[src/rtl/dmac_pkg.sv]
// rtl/dmac_pkg.sv - shared types, AXI constants and round-robin helper for the DMAC write arbiter
package dmac_pkg;

    typedef enum logic [1:0] {
        IDLE = 2'd0,
        AW   = 2'd1,
        W    = 2'd2
    } dmac_state_t;

    localparam logic [2:0] AXI_SIZE_4B    = 3'b010;
    localparam logic [1:0] AXI_BURST_INCR = 2'b01;

    // Widest channel count the picker supports; narrower request vectors are zero-extended.
    localparam int MAX_CH = 8;

    // Returns the first set request scanning ptr+1, ptr+2, ... modulo n_ch.
    // If nothing is requesting, the pointer itself is returned.
    function automatic logic [2:0] rr_pick(input logic [MAX_CH-1:0] req,
                                           input logic [2:0]        ptr,
                                           input int unsigned       n_ch);
        logic [2:0]  pick;
        logic        found;
        int unsigned idx;
        pick  = ptr;
        found = 1'b0;
        for (int unsigned i = 1; i <= MAX_CH; i++) begin
            if (i <= n_ch) begin
                idx = (ptr + i) % n_ch;
                if (!found && req[idx]) begin
                    pick  = idx[2:0];
                    found = 1'b1;
                end
            end
        end
        return pick;
    endfunction

endpackage

[src/rtl/dmac_wr_arbiter_if.sv]
// rtl/dmac_wr_arbiter_if.sv - per-channel and AXI write-path bundle for the DMAC write arbiter
interface dmac_wr_arbiter_if #(
    parameter int N_CH   = 4,
    parameter int ADDR_W = 32,
    parameter int DATA_W = 32,
    parameter int ID_W   = 4
);
    // Channel-engine side
    logic [N_CH-1:0]          ch_awvalid_i;
    logic [N_CH-1:0]          ch_awready_o;
    logic [N_CH*ADDR_W-1:0]   ch_awaddr_i;
    logic [N_CH*4-1:0]        ch_awlen_i;
    logic [N_CH-1:0]          ch_wvalid_i;
    logic [N_CH-1:0]          ch_wready_o;
    logic [N_CH*DATA_W-1:0]   ch_wdata_i;
    logic [N_CH*DATA_W/8-1:0] ch_wstrb_i;
    logic [N_CH-1:0]          ch_wlast_i;
    logic [N_CH-1:0]          ch_bvalid_o;
    logic [N_CH-1:0]          ch_bready_i;
    logic [1:0]               ch_bresp_o;

    // AXI master side
    logic [ID_W-1:0]          awid_o;
    logic [ADDR_W-1:0]        awaddr_o;
    logic [3:0]               awlen_o;
    logic [2:0]               awsize_o;
    logic [1:0]               awburst_o;
    logic                     awvalid_o;
    logic                     awready_i;
    logic [ID_W-1:0]          wid_o;
    logic [DATA_W-1:0]        wdata_o;
    logic [DATA_W/8-1:0]      wstrb_o;
    logic                     wlast_o;
    logic                     wvalid_o;
    logic                     wready_i;
    logic [ID_W-1:0]          bid_i;
    logic [1:0]               bresp_i;
    logic                     bvalid_i;
    logic                     bready_o;

    // Arbiter view: it is the AXI master toward the interconnect.
    modport master (
        input  ch_awvalid_i, ch_awaddr_i, ch_awlen_i, ch_wvalid_i, ch_wdata_i,
               ch_wstrb_i, ch_wlast_i, ch_bready_i,
               awready_i, wready_i, bid_i, bresp_i, bvalid_i,
        output ch_awready_o, ch_wready_o, ch_bvalid_o, ch_bresp_o,
               awid_o, awaddr_o, awlen_o, awsize_o, awburst_o, awvalid_o,
               wid_o, wdata_o, wstrb_o, wlast_o, wvalid_o, bready_o
    );

    // Environment view: channel engines plus the AXI slave.
    modport slave (
        output ch_awvalid_i, ch_awaddr_i, ch_awlen_i, ch_wvalid_i, ch_wdata_i,
               ch_wstrb_i, ch_wlast_i, ch_bready_i,
               awready_i, wready_i, bid_i, bresp_i, bvalid_i,
        input  ch_awready_o, ch_wready_o, ch_bvalid_o, ch_bresp_o,
               awid_o, awaddr_o, awlen_o, awsize_o, awburst_o, awvalid_o,
               wid_o, wdata_o, wstrb_o, wlast_o, wvalid_o, bready_o
    );

endinterface

[src/rtl/dmac_rr_arbiter.sv]
// rtl/dmac_rr_arbiter.sv - combinational round-robin picker (request vector + pointer -> grant index)
module dmac_rr_arbiter
    import dmac_pkg::*;
#(
    parameter int N_CH  = 4,
    parameter int GNT_W = 2
) (
    input  logic [N_CH-1:0]  i_req,
    input  logic [GNT_W-1:0] i_ptr,
    output logic [GNT_W-1:0] o_gnt,
    output logic             o_valid
);

    assign o_gnt   = GNT_W'(rr_pick(MAX_CH'(i_req), 3'(i_ptr), N_CH));
    assign o_valid = |i_req;

endmodule

[src/rtl/dmac_wr_arbiter.sv]
// rtl/dmac_wr_arbiter.sv - round-robin AW/W/B arbiter for the DMAC write path (option: DMAC_WR_ARB_GNT_CNT_EN)
module dmac_wr_arbiter
    import dmac_pkg::*;
#(
    parameter int N_CH   = 4,
    parameter int ADDR_W = 32,
    parameter int DATA_W = 32,
    parameter int ID_W   = 4
) (
    input  logic                 clk,
    input  logic                 rst,
    dmac_wr_arbiter_if.master    bus,
    output logic                 err_o
`ifdef DMAC_WR_ARB_GNT_CNT_EN
    , output logic [N_CH*16-1:0] gnt_cnt_o
`endif
);

    localparam int GNT_W = (N_CH > 1) ? $clog2(N_CH) : 1;
    localparam int STRB_W = DATA_W / 8;

    dmac_state_t      r_state;
    logic [GNT_W-1:0] r_gnt;
    logic [GNT_W-1:0] r_rr_ptr;
    logic [3:0]       r_len_q;
    logic [3:0]       r_beat_cnt;
    logic             r_err;

    logic [GNT_W-1:0] w_arb_gnt;
    logic             w_arb_valid;
    logic             w_in_aw;
    logic             w_in_w;
    logic             w_awvalid;
    logic             w_wvalid;
    logic             w_aw_hs;
    logic             w_w_hs;
    logic             w_last;

    dmac_rr_arbiter #(
        .N_CH  (N_CH),
        .GNT_W (GNT_W)
    ) u_rr (
        .i_req   (bus.ch_awvalid_i),
        .i_ptr   (r_rr_ptr),
        .o_gnt   (w_arb_gnt),
        .o_valid (w_arb_valid)
    );

    assign w_in_aw   = (r_state == AW);
    assign w_in_w    = (r_state == W);
    assign w_awvalid = w_in_aw & bus.ch_awvalid_i[r_gnt];
    assign w_wvalid  = w_in_w & bus.ch_wvalid_i[r_gnt];
    assign w_aw_hs   = w_awvalid & bus.awready_i;
    assign w_w_hs    = w_wvalid & bus.wready_i;
    // Burst end comes from the latched length, never from the engine's wlast.
    assign w_last    = (r_beat_cnt == r_len_q);

    assign bus.awvalid_o = w_awvalid;
    assign bus.awid_o    = ID_W'(r_gnt);
    assign bus.awaddr_o  = bus.ch_awaddr_i[r_gnt*ADDR_W +: ADDR_W];
    assign bus.awlen_o   = bus.ch_awlen_i[r_gnt*4 +: 4];
    assign bus.awsize_o  = AXI_SIZE_4B;
    assign bus.awburst_o = AXI_BURST_INCR;

    assign bus.wvalid_o  = w_wvalid;
    assign bus.wid_o     = ID_W'(r_gnt);
    assign bus.wdata_o   = bus.ch_wdata_i[r_gnt*DATA_W +: DATA_W];
    assign bus.wstrb_o   = bus.ch_wstrb_i[r_gnt*STRB_W +: STRB_W];
    assign bus.wlast_o   = w_in_w & w_last;

    assign bus.ch_bresp_o = bus.bresp_i;
    assign err_o          = r_err;

    // Ready fan-out to the owning channel and B routing by ID; unknown IDs are sunk.
    always_comb begin
        bus.ch_awready_o = '0;
        bus.ch_wready_o  = '0;
        bus.ch_bvalid_o  = '0;
        bus.bready_o     = 1'b1;
        if (w_in_aw) bus.ch_awready_o[r_gnt] = bus.awready_i;
        if (w_in_w)  bus.ch_wready_o[r_gnt]  = bus.wready_i;
        for (int k = 0; k < N_CH; k++) begin
            if (bus.bid_i == ID_W'(k)) begin
                bus.ch_bvalid_o[k] = bus.bvalid_i;
                bus.bready_o       = bus.ch_bready_i[k];
            end
        end
    end

    // Grant FSM: arbitrate in IDLE, hold the grant through AW and the whole W burst.
    always_ff @(posedge clk) begin
        if (rst) begin
            r_state    <= IDLE;
            r_gnt      <= '0;
            r_rr_ptr   <= GNT_W'(N_CH - 1);
            r_len_q    <= '0;
            r_beat_cnt <= '0;
            r_err      <= 1'b0;
        end else begin
            case (r_state)
                IDLE: begin
                    if (w_arb_valid) begin
                        r_gnt   <= w_arb_gnt;
                        r_len_q <= bus.ch_awlen_i[w_arb_gnt*4 +: 4];
                        r_state <= AW;
                    end
                end
                AW: begin
                    if (w_aw_hs) begin
                        r_rr_ptr   <= r_gnt;
                        r_beat_cnt <= '0;
                        r_state    <= W;
                    end
                end
                W: begin
                    if (w_w_hs) begin
                        r_beat_cnt <= r_beat_cnt + 4'd1;
                        if (bus.ch_wlast_i[r_gnt] != w_last) r_err <= 1'b1;
                        if (w_last) r_state <= IDLE;
                    end
                end
                default: r_state <= IDLE;
            endcase
        end
    end

`ifdef DMAC_WR_ARB_GNT_CNT_EN
    logic [15:0] r_gnt_cnt [N_CH];

    // Saturating per-channel count of accepted AW handshakes.
    always_ff @(posedge clk) begin
        if (rst) begin
            for (int k = 0; k < N_CH; k++) r_gnt_cnt[k] <= '0;
        end else if (w_aw_hs && (r_gnt_cnt[r_gnt] != 16'hFFFF)) begin
            r_gnt_cnt[r_gnt] <= r_gnt_cnt[r_gnt] + 16'd1;
        end
    end

    // Flatten counters so channel k sits at bits [k*16 +: 16].
    always_comb begin
        gnt_cnt_o = '0;
        for (int k = 0; k < N_CH; k++) gnt_cnt_o[k*16 +: 16] = r_gnt_cnt[k];
    end
`endif

endmodule
[src/flat_wrapper.sv]
// flat-port wrapper written by rule: the top's interface ports become plain ports
module dmac_wr_arbiter_flat import dmac_pkg::*;
#(
    parameter int N_CH   = 4,
    parameter int ADDR_W = 32,
    parameter int DATA_W = 32,
    parameter int ID_W   = 4
)
  (clk, rst, err_o, bus_ch_awvalid_i, bus_ch_awaddr_i, bus_ch_awlen_i, bus_ch_wvalid_i, bus_ch_wdata_i, bus_ch_wstrb_i, bus_ch_wlast_i, bus_ch_bready_i, bus_awready_i, bus_wready_i, bus_bid_i, bus_bresp_i, bus_bvalid_i, bus_ch_awready_o, bus_ch_wready_o, bus_ch_bvalid_o, bus_ch_bresp_o, bus_awid_o, bus_awaddr_o, bus_awlen_o, bus_awsize_o, bus_awburst_o, bus_awvalid_o, bus_wid_o, bus_wdata_o, bus_wstrb_o, bus_wlast_o, bus_wvalid_o, bus_bready_o);
  dmac_wr_arbiter_if #(.N_CH(N_CH), .ADDR_W(ADDR_W), .DATA_W(DATA_W), .ID_W(ID_W)) bus_i ();
  input  logic clk;
  input  logic rst;
  output logic err_o;
  input wire logic [$bits(bus_i.ch_awvalid_i)-1:0] bus_ch_awvalid_i;
  input wire logic [$bits(bus_i.ch_awaddr_i)-1:0] bus_ch_awaddr_i;
  input wire logic [$bits(bus_i.ch_awlen_i)-1:0] bus_ch_awlen_i;
  input wire logic [$bits(bus_i.ch_wvalid_i)-1:0] bus_ch_wvalid_i;
  input wire logic [$bits(bus_i.ch_wdata_i)-1:0] bus_ch_wdata_i;
  input wire logic [$bits(bus_i.ch_wstrb_i)-1:0] bus_ch_wstrb_i;
  input wire logic [$bits(bus_i.ch_wlast_i)-1:0] bus_ch_wlast_i;
  input wire logic [$bits(bus_i.ch_bready_i)-1:0] bus_ch_bready_i;
  input wire logic [$bits(bus_i.awready_i)-1:0] bus_awready_i;
  input wire logic [$bits(bus_i.wready_i)-1:0] bus_wready_i;
  input wire logic [$bits(bus_i.bid_i)-1:0] bus_bid_i;
  input wire logic [$bits(bus_i.bresp_i)-1:0] bus_bresp_i;
  input wire logic [$bits(bus_i.bvalid_i)-1:0] bus_bvalid_i;
  output wire logic [$bits(bus_i.ch_awready_o)-1:0] bus_ch_awready_o;
  output wire logic [$bits(bus_i.ch_wready_o)-1:0] bus_ch_wready_o;
  output wire logic [$bits(bus_i.ch_bvalid_o)-1:0] bus_ch_bvalid_o;
  output wire logic [$bits(bus_i.ch_bresp_o)-1:0] bus_ch_bresp_o;
  output wire logic [$bits(bus_i.awid_o)-1:0] bus_awid_o;
  output wire logic [$bits(bus_i.awaddr_o)-1:0] bus_awaddr_o;
  output wire logic [$bits(bus_i.awlen_o)-1:0] bus_awlen_o;
  output wire logic [$bits(bus_i.awsize_o)-1:0] bus_awsize_o;
  output wire logic [$bits(bus_i.awburst_o)-1:0] bus_awburst_o;
  output wire logic [$bits(bus_i.awvalid_o)-1:0] bus_awvalid_o;
  output wire logic [$bits(bus_i.wid_o)-1:0] bus_wid_o;
  output wire logic [$bits(bus_i.wdata_o)-1:0] bus_wdata_o;
  output wire logic [$bits(bus_i.wstrb_o)-1:0] bus_wstrb_o;
  output wire logic [$bits(bus_i.wlast_o)-1:0] bus_wlast_o;
  output wire logic [$bits(bus_i.wvalid_o)-1:0] bus_wvalid_o;
  output wire logic [$bits(bus_i.bready_o)-1:0] bus_bready_o;
  assign bus_i.ch_awvalid_i = bus_ch_awvalid_i;
  assign bus_i.ch_awaddr_i = bus_ch_awaddr_i;
  assign bus_i.ch_awlen_i = bus_ch_awlen_i;
  assign bus_i.ch_wvalid_i = bus_ch_wvalid_i;
  assign bus_i.ch_wdata_i = bus_ch_wdata_i;
  assign bus_i.ch_wstrb_i = bus_ch_wstrb_i;
  assign bus_i.ch_wlast_i = bus_ch_wlast_i;
  assign bus_i.ch_bready_i = bus_ch_bready_i;
  assign bus_i.awready_i = bus_awready_i;
  assign bus_i.wready_i = bus_wready_i;
  assign bus_i.bid_i = bus_bid_i;
  assign bus_i.bresp_i = bus_bresp_i;
  assign bus_i.bvalid_i = bus_bvalid_i;
  assign bus_ch_awready_o = bus_i.ch_awready_o;
  assign bus_ch_wready_o = bus_i.ch_wready_o;
  assign bus_ch_bvalid_o = bus_i.ch_bvalid_o;
  assign bus_ch_bresp_o = bus_i.ch_bresp_o;
  assign bus_awid_o = bus_i.awid_o;
  assign bus_awaddr_o = bus_i.awaddr_o;
  assign bus_awlen_o = bus_i.awlen_o;
  assign bus_awsize_o = bus_i.awsize_o;
  assign bus_awburst_o = bus_i.awburst_o;
  assign bus_awvalid_o = bus_i.awvalid_o;
  assign bus_wid_o = bus_i.wid_o;
  assign bus_wdata_o = bus_i.wdata_o;
  assign bus_wstrb_o = bus_i.wstrb_o;
  assign bus_wlast_o = bus_i.wlast_o;
  assign bus_wvalid_o = bus_i.wvalid_o;
  assign bus_bready_o = bus_i.bready_o;
  dmac_wr_arbiter #(.N_CH(N_CH), .ADDR_W(ADDR_W), .DATA_W(DATA_W), .ID_W(ID_W)) u_core (.clk(clk), .rst(rst), .bus(bus_i), .err_o(err_o));
endmodule
[config.mk]
export PLATFORM = sky130hd
export DESIGN_NAME = dmac_wr_arbiter_flat
export DESIGN_NICKNAME = d
export VERILOG_FILES = /design/src/rtl/dmac_pkg.sv /design/src/rtl/dmac_wr_arbiter_if.sv /design/src/rtl/dmac_rr_arbiter.sv /design/src/rtl/dmac_wr_arbiter.sv /design/src/flat_wrapper.sv
export SDC_FILE = /design/constraint.sdc
export NUM_CORES = 1
export LEC_CHECK = 0
export BUFFER_PORTS_ARGS = -buffer_cell sky130_fd_sc_hd__buf_2
export CAP_MARGIN = 30
export CORE_AREA = 3 3 163 165
export DETAILED_ROUTE_END_ITERATION = 8
export DIE_AREA = 0 0 166 168
export GPL_TIMING_DRIVEN = 0
export MAX_ROUTING_LAYER = met4
export PLACE_DENSITY = 0.39
export SYNTH_ARGS = -nofsm -noshare
export SYNTH_HDL_FRONTEND = slang
export SYNTH_SLANG_ARGS = --single-unit
export TNS_END_PERCENT = 20
[constraint.sdc]
create_clock -name clk -period 1.9 [get_ports clk]
set_input_delay 0 -clock clk [delete_from_list [all_inputs] [get_ports clk]]
set_output_delay 0 -clock clk [all_outputs]
set_load 0.1 [all_outputs]
==> run_results.csv <==
group,metric,value,unit
placement,hpwl,16.0,mm
synth,synth_cell_types,34,
synth,ys_warn_count,0,
power_and_ir_drop,p_leak,2.70,nW
detailed_routing,routed_wl,17.9,mm
cells_and_area,regArea,308,um2
placement,io_buffers,407,
clock_tree,hold_buffers,0,
synth,synth_ff_type,"dfxtp_1",
sta,maxSlewHeadroom,61.7,%
clock_tree,clk_pin_slew,0.05,ns
clock_tree,htree_levels,1,
sta,finalSetupViolations,0,
floorplan,start_util,11.4,%
global_routing,met3_usage,2.23,%
placement,place_congestion,0.864,
floorplan,rows,58,
clock_tree,insertion_delay,0.24,ns
clock_tree,cts_buffers,3,
global_routing,antenna_found_initial,1,
clock_tree,cts_tree,"done",
cells_and_area,stdcell_area,5770,um2
synth,yosysSeqAreaShare,10.5,%
global_routing,overflow,0,
synth,async_flop_share,0,%
synth,netlist_instances,224,
min_path,hold_path.class,"input port to flip-flop",
setup_path,cp.required,1.90,ns
detailed_routing,drtIter0Drc,135,
sta,worst_pin_slew,0.572,ns
outcome,status,"finished, final reports clean",
sta,setup_tns,0,ns
sta,final.min_clock_period,1.86,ns
job,cap_violations,0,
sta,rsz0062_at_grt,"yes",
global_routing,grt.met2_usage,20.7,%
synth,synth_edf_count,0,
floorplan,design.core.area,25200,um2
placement,pre_cts_ws,-0.321,ns
setup_path,arrival,1.86,ns
cells_and_area,n_fill_cell,2777,
synth,synth-seq-cells,15,
clock_tree,cts_sinks,15,
cells_and_area,drive_above_1_share,83.0,%
detailed_routing,drtPass1Iterations,6,
detailed_routing,wire_per_inst,18.4,um
global_routing,track_usage,12.1,%
global_routing,grt.busiest_layer,"met2",
power_and_ir_drop,power_per_cell_area,883,nW/um2
global_routing,use_met1,15.0,%
sta,drv_slew,0,
synth,syn_area,2870,um2
sta,finalCritPeriodShare,97.7,%
clock_tree,cts.path.max_buffers,2,
clock_tree,cts-root-buf,"clkbuf_16",
detailed_routing,num_vias,3871,
global_routing,grt_max_degree,13,
setup_path,cp-start-kind,"flip-flop",
floorplan,die_h,168,um
detailed_routing,via_per_inst,3.98,
detailed_routing,antenna_left,0,
sta,fin_ws,0.0445,ns
floorplan,dieArea,27900,um2
setup_path,crit_path_end_kind,"primary output",
cells_and_area,multiInputGateArea,2450,um2
sta,hold_viol_final,0,
cells_and_area,syn_to_final_growth,101,%
floorplan,ioPinCount,419,
power_and_ir_drop,ir_drop,526,uV
setup_path,cp_max_fo,10,
synth,syn-mean-instance-area,12.8,um2
global_routing,grt_first_pass_wirelength,25.6,mm
sta,skew,0.00531,ns
floorplan,chipWidth,166,um
sta,fmax,0.539,GHz
placement,placed_area,5430,um2
cells_and_area,finalNetCount,958,
cells_and_area,final_util,22.9,%
global_routing,grt_pass1_vias,4180,
power_and_ir_drop,p_total,0.00509,W
setup_path,crit_type,"flip-flop to primary output",
detailed_routing,drc,0,
-- sequential cells by signal, summed over array words and instances (netlist names) --
| register | count |
|---|---|
| u_core.err_o | 1 |
| u_core.r_beat_cnt | 4 |
| u_core.r_gnt | 2 |
| u_core.r_len_q | 4 |
| u_core.r_rr_ptr | 2 |
| u_core.r_state | 2 |
-- cells in the mapped netlist, types with 3 or more instances --
cell,instances,area (um2)
a211o_1,3,26.3
a21oi_1,5,25.0
buf_1,4,15.0
buf_2,10,50.1
buf_4,16,120
clkbuf_1,3,11.3
dfxtp_1,15,300
mux2i_1,10,100
mux4_2,76,1710
nand2_1,7,26.3
nand2b_1,7,43.8
nand3b_1,6,45.0
nor2_1,19,71.3
nor2b_1,4,25.0
nor3_1,4,20.0
o21ai_0,3,15.0
o221ai_1,4,35.0
xnor2_1,5,43.8
-- cell type report --
| cell class | count | share of cell area [%] |
|---|---|---|
| multi-input cells | 180 | 42.4 |
| clock buffers | 4 | 1.37 |
| repair buffers | 407 | 38.7 |
| flip-flops and latches | 15 | 5.34 |
| well taps | 330 | 7.16 |
| diodes | 1 | 0.0434 |
| plain buffers | 33 | 4.84 |
| inverters | 2 | 0.130 |
-- critical path, stage by stage (launching register included) --
cell      delay [ns]
dfxtp_4         0.37
buf_12          0.16
buf_4           0.24
mux4_2          0.54
clkbuf_4        0.30
-- worst paths after layout --
kind / startpoint / endpoint / slack (ns) / cells after the start
worst max-delay path: u_core.r_gnt[0] / bus_awaddr_o[0] / 0.04 / 4
worst min register to register: u_core.err_o / u_core.err_o / 0.47 / 2
worst max register to register: u_core.r_gnt[0] / u_core.r_beat_cnt[3] / 0.15 / 6
worst min-delay path: bus_ch_awlen_i[7] / u_core.r_len_q[3] / 0.08 / 3
-- where the power goes --
group | switching (W) | internal (W) | leakage (nW)
Combinational | 0.00307 | 0.00121 | 2.54
Sequential | 0.0000472 | 0.000352 | 0.124
Clock | 0.000125 | 0.000284 | 0.0382
Total | 0.00324 | 0.00185 | 2.70
-- stage by stage --
stage | hold WS, ns | cells
after global placement | 0.342 | 968
after CTS | 0.0823 | 971
after detailed placement | 0.328 | 968
final | 0.0819 | 972
after global routing | 0.124 | 972
after floorplan | 0.155 | 231
-- routing by layer --
metal	part of all wire, %	vias up
li1	-	1767
met1	40	1858
met2	51	224
met3	6.9	22
met4	2.4	0
met5	0	-
-- what timing repair did --
action	CTS	global route
gates cloned	0	0
gates resized for setup	75	22
buffers inserted	0	0
endpoints found under the hold margin	0	0
endpoints found under the setup margin	80	43
-- cells by family after synthesis --
family / count (synthesis) / share of synthesized area [%]
muxes: 86 / 63.2
and+or+nand+nor: 57 / 11.1
buffers and inverters: 36 / 7.51
AOI/OAI and AO/OA: 20 / 4.89
DFF: 15 / 10.5
xor gates and xnor gates: 7 / 2.14
other: 2 / 0.262
adders and majority gates: 1 / 0.436
-- cell usage in the layout (no fill, tap or decap), types with 3 or more instances in the layout --
master	count
a211o_1	3
a21oi_1	5
buf_12	3
buf_2	352
buf_4	50
buf_6	15
clkbuf_1	3
clkbuf_16	3
clkbuf_4	18
conb_1	9
dfxtp_1	13
mux2i_1	10
mux4_2	76
nand2_1	7
nand2b_1	7
nand3b_1	6
nor2_1	12
nor2_4	6
nor2b_1	4
o21ai_0	3
o221ai_1	4
xnor2_1	5
(Power assumes the default switching activity.)
